## config.mk

```make
export PLATFORM = sky130hd
export DESIGN_NAME = dds_custom_wave_loader
export DESIGN_NICKNAME = d
export VERILOG_FILES = /design/src/rtl/dds_custom_wave_loader.sv
export SDC_FILE = /design/constraint.sdc
export NUM_CORES = 1
export LEC_CHECK = 0
export BUFFER_PORTS_ARGS = -buffer_cell sky130_fd_sc_hd__buf_4
export CAP_MARGIN = 20
export CORE_MARGIN = 1
export CORE_UTILIZATION = 50
export CTS_BUF_LIST = sky130_fd_sc_hd__clkbuf_4
export DETAILED_ROUTE_END_ITERATION = 16
export GPL_TIMING_DRIVEN = 0
export HOLD_SLACK_MARGIN = 0.15
export PLACE_DENSITY = 0.83
export SYNTH_ARGS = -nofsm -noshare
export SYNTH_HDL_FRONTEND = slang
export SYNTH_SLANG_ARGS = --single-unit
```

## constraint.sdc

```tcl
create_clock -name i_clk -period 4 [get_ports i_clk]
set_input_delay 0.6 -clock i_clk [delete_from_list [all_inputs] [get_ports i_clk]]
set_output_delay 0.6 -clock i_clk [all_outputs]
set_load 0.02 [all_outputs]
```

## src/rtl/dds_custom_wave_loader.sv

```systemverilog
// rtl/dds_custom_wave_loader.sv - packs the DDS custom-waveform byte stream into 16-bit waveform RAM writes
module dds_custom_wave_loader #(
  parameter int P_CH_NUM = 2,
  parameter int P_ADDR_W = 10
) (
  input  logic                i_clk,
  input  logic                i_rst,
  input  logic [7:0]          i_dds_custom_channel,
  input  logic [15:0]         i_dds_custom_len,
  input  logic [7:0]          i_dds_custom_data,
  input  logic                i_dds_custom_last,
  input  logic                i_dds_custom_valid,
  output logic                o_wr_en,
  output logic [7:0]          o_wr_ch,
  output logic [P_ADDR_W-1:0] o_wr_addr,
  output logic [15:0]         o_wr_data,
  output logic                o_load_done,
  output logic [7:0]          o_load_ch,
  output logic [15:0]         o_load_samples,
  output logic                o_err,
  output logic [1:0]          o_err_code,
  output logic                o_busy
);

  typedef enum logic [1:0] {S_IDLE, S_LOAD, S_DRAIN} state_t;

  // Largest legal payload: two bytes per sample, one full RAM of samples.
  localparam int LEN_MAX = 2 << P_ADDR_W;

  state_t              state;
  logic [7:0]          ch_q;
  logic [15:0]         len_q;
  logic [15:0]         byte_cnt;
  logic [P_ADDR_W-1:0] addr;
  logic                phase;     // 1 = next byte is the low byte of a sample
  logic [7:0]          hi_byte;

  logic [15:0]         cnt_nxt;
  logic                bad_ch;
  logic                bad_len;

  // Next byte count (saturating) and first-beat header checks.
  always_comb begin
    cnt_nxt = (byte_cnt == 16'hFFFF) ? byte_cnt : byte_cnt + 16'd1;
    bad_ch  = int'(i_dds_custom_channel) >= P_CH_NUM;
    bad_len = (i_dds_custom_len == 16'd0) || i_dds_custom_len[0] ||
              (int'(i_dds_custom_len) > LEN_MAX);
  end

  // Packet FSM with registered write, commit and error outputs.
  always_ff @(posedge i_clk) begin
    if (i_rst) begin
      state          <= S_IDLE;
      ch_q           <= '0;
      len_q          <= '0;
      byte_cnt       <= '0;
      addr           <= '0;
      phase          <= 1'b0;
      hi_byte        <= '0;
      o_wr_en        <= 1'b0;
      o_wr_ch        <= '0;
      o_wr_addr      <= '0;
      o_wr_data      <= '0;
      o_load_done    <= 1'b0;
      o_load_ch      <= '0;
      o_load_samples <= '0;
      o_err          <= 1'b0;
      o_err_code     <= '0;
      o_busy         <= 1'b0;
    end else begin
      o_wr_en     <= 1'b0;
      o_load_done <= 1'b0;
      o_err       <= 1'b0;
      unique case (state)
        S_IDLE: begin
          if (i_dds_custom_valid) begin
            ch_q     <= i_dds_custom_channel;
            len_q    <= i_dds_custom_len;
            byte_cnt <= 16'd1;
            addr     <= '0;
            phase    <= 1'b1;
            hi_byte  <= i_dds_custom_data;
            if (bad_ch || bad_len) begin
              o_err      <= 1'b1;
              o_err_code <= bad_ch ? 2'd1 : 2'd2;
              if (!i_dds_custom_last) begin
                state  <= S_DRAIN;
                o_busy <= 1'b1;
              end
            end else if (i_dds_custom_last) begin
              // A one-byte packet can never form a sample.
              o_err      <= 1'b1;
              o_err_code <= 2'd3;
            end else begin
              state  <= S_LOAD;
              o_busy <= 1'b1;
            end
          end
        end
        S_LOAD: begin
          if (i_dds_custom_valid) begin
            byte_cnt <= cnt_nxt;
            phase    <= ~phase;
            if (phase) begin
              // Bytes beyond the declared length are never written.
              if (cnt_nxt <= len_q) begin
                o_wr_en   <= 1'b1;
                o_wr_ch   <= ch_q;
                o_wr_addr <= addr;
                o_wr_data <= {hi_byte, i_dds_custom_data};
                addr      <= addr + 1'b1;
              end
            end else begin
              hi_byte <= i_dds_custom_data;
            end
            if (i_dds_custom_last) begin
              state  <= S_IDLE;
              o_busy <= 1'b0;
              if (cnt_nxt == len_q) begin
                o_load_done    <= 1'b1;
                o_load_ch      <= ch_q;
                o_load_samples <= len_q >> 1;
              end else begin
                o_err      <= 1'b1;
                o_err_code <= 2'd3;
              end
            end
          end else begin
            // Valid dropped mid-packet without last: abort.
            state      <= S_IDLE;
            o_busy     <= 1'b0;
            o_err      <= 1'b1;
            o_err_code <= 2'd3;
          end
        end
        S_DRAIN: begin
          if (!i_dds_custom_valid || i_dds_custom_last) begin
            state  <= S_IDLE;
            o_busy <= 1'b0;
          end
        end
        default: state <= S_IDLE;
      endcase
    end
  end

endmodule

```

==> impl_metrics.toml <==
[outcome]
status = "complete, no violations"

[timing]
layout_min_cycle_time_ns = 3.77
clock_skew_ns = 0.0316
fin_crit_sh_pct = 94.2
finalHoldViolCount = 0
tightest_slew_ns = 0.681
rsz0062_at_grt = "false"
report.final.slew_viol_count = 0
relSlewSlack_pct = 54.4
setup_violations = 0
final.setup.worst_slack_ns = 0.234
max_freq_mhz = 266
fin_setup_tns_ns = 0

[logic_synthesis]
synth_area_leader_cell = "dfxtp_1"
synth_cell_types = 56
synthTopCellsByArea = "dfxtp_1, a21oi_1, nand2_1"
synth_warnings = 0
yosysMostFrequentCell = "nand2_1"
async_flop_share_pct = 0
synth-edff-count = 0
avgSynthCellArea_sq_um = 7.85
netlist.area_leader.share_pct = 43.6
synth_area_sq_um = 5690
synthFlopType = "dfxtp_1"
ys_seq_area_share_pct = 43.6
ys_ff_latch = 124
synth_nets = 783
yosys-top-cells-count = "nand2_1, dfxtp_1, a21oi_1"
syn_inst = 725

[global_routing]
grt_pass1_wl_mm = 26.0
grt_pass1_vias = 5301
grt_max_degree = 17
grt_use_total_pct = 28.5
antenna_found_initial = 0
grt_overflow_total = 0

[placed_design]
dp_hpwl_mm = 11.6
pre_cts_slack_ns = 0.264
gp_congestion = 0.910
dp.cells = 963
portBuffers = 98

[finish]
layout.cells.non_filler = 996
syn_to_final_growth_pct = 21.4
regArea_sq_um = 2480
nets = 901
fillers = 967
antenna_cells = 0
drive_above_1_share_pct = 18.7
multi_input_area_sq_um = 2910
final_util_pct = 62.9

[setup_path]
crit_family = "simple AND/OR/NAND/NOR gates"
startpoint = "byte_cnt[5]"
worstPathRequired_ns = 4.44
path_buf_inv = 1
critPathKind = "register to register"
cp-end-kind = "register"
crit_slowest_cell = "a2111o_1"
cp_max_fo = 10
arrival_ns = 4.21
slowest_delay_ns = 0.49
worstReg2RegStart = "byte_cnt[5]"
critPathLaunchType = "register"
crit_chain = "and4_1 > nand4_1 > nor2_2 > and3_1 > mux2_2 > ha_1 > nand4_2 > a2111o_1 > a32oi_2 > buf_4 > nand2_1 > a32o_1"

[power]
netSwitchingFraction_pct = 30.5
ir_drop_v = 0.000202
p_clk_share_pct = 37.1
p_sw_w = 0.000740
intPower_w = 0.00169
p_seq_share_pct = 53.0
combPwrFrac_pct = 9.9
total_power_w = 0.00243
p_leak_nw = 2.69
powerDensity_nw_per_um2 = 352

[routing]
drcViolationCount = 0
wl_per_cell_um = 15.9
ant_nets = 0
via_count = 5764
viasPerCell = 5.79
drt-total-wl_mm = 15.9
drtPass1Iterations = 7
drt-initial-drc-count = 449

[floorplanning]
die_x_um = 109
start_util_pct = 51.8
rows = 38
core_sq_um = 11000
io_pins = 100
die_y_um = 109
die_area_sq_um = 11800

[clock_tree]
clk_latency_ns = 0.56
cts_sinks = 124
htree_levels = 4
max-clock-path-buffers = 2
hold_buffers = 0
cts-root-buf = "clkbuf_4"
cts_tree = "done"
cts_buffers = 17
path_clk_slew_ns = 0.15

[hold_path]
hold_class = "input port to register"
hold_start = "i_dds_custom_data[1]"

[run]
drv_cap = 0
[timing repair]
item | 4_1_cts | 5_1_grt
endpoints found under the setup margin | 0 | 61
buffers inserted | 0 | 1
resized for setup | 0 | 4
[power groups by stage]
stage | Combinational [W] | Clock, W | Sequential (W)
final | 0.000240 | 0.000902 | 0.00129
after global routing | 0.000265 | 0.000971 | 0.00129
after CTS | 0.000237 | 0.000904 | 0.00129
after detailed placement | 0.000235 | 0 | 0.00131
after global placement | 0.000232 | 0 | 0.00131
after floorplan | 0.000145 | 0 | 0.00131
[routing by layer]
metal / GRT usage, % / up-vias / routed length [um]
met4: 11.8 / 0 / 463
met3: 5.26 / 51 / 1260
met1: 39.5 / 2682 / 6980
met5: 0 / - / 0
met2: 43.4 / 259 / 7150
li1: - / 2772 / -
[stage by stage]
step / hold WS, ns / area, sq um
after floorplan: 0.431 / 5690
after global placement: 0.442 / 6600
after detailed placement: 0.447 / 6600
after CTS: 0.269 / 6880
after global routing: 0.261 / 6910
final: 0.278 / 6910
[layout by cell type (no fill, tap or decap), types with 3 or more instances in the layout]
master      n
and4_1      5
nand4_1    12
o31ai_1     7
clkbuf_1   31
buf_1       4
nor3_1      7
nor4_1      4
nand2b_1    6
a21oi_1   116
o21ai_1     3
inv_1      23
o21ai_0    46
clkbuf_4   19
a31oi_1     9
nand3_1    46
buf_4     103
o211ai_1    4
xnor2_1     8
ha_1       22
and3_1      8
buf_2      12
nor2_1     30
nand2_1   141
dfxtp_1   124
and2_1      7
inv_6       9
[area by class of cell]
class                   count  share of cell area (%)
inverters                  23                    1.25
clock inverters            14                    2.12
plain buffers              52                    3.32
well taps                 140                    2.54
clock buffers              18                    1.96
flip-flops and latches    124                    35.9
repair buffers             99                    10.8
multi-input cells         526                    42.1
[worst min-delay path, stage by stage]
cell and delay (ns):
buf_4 0.11, nand2_1 0.05, a21oi_1 0.05
[sequential cells by signal (all words and copies together), names as in the netlist, 10 cells and up]
register	cells
byte_cnt	16
o_wr_addr	10
addr	10
o_wr_data	16
len_q	16
o_load_samples	15
[worst paths after layout]
check	endpoint	slack [ns]	cells past startpoint
worst min-delay path	hi_byte[1]	0.28	3
worst max register to register	addr[7]	0.23	12
worst min register to register	o_load_ch[7]	0.46	2
worst max-delay path	addr[7]	0.23	12
[cell families after synthesis]
family	count (synthesis)	synth area share, %
AND/OR/NAND/NOR	281	23.0
AO/OA/AOI/OAI	208	20.6
flip-flops	124	43.6
buffers and inverters	75	5.50
adder cells (fa/ha/maj)	22	4.84
XOR/XNOR	10	1.54
multiplexers	4	0.748
other	1	0.0659
Note: power is estimated with default switching activity, not from simulation.
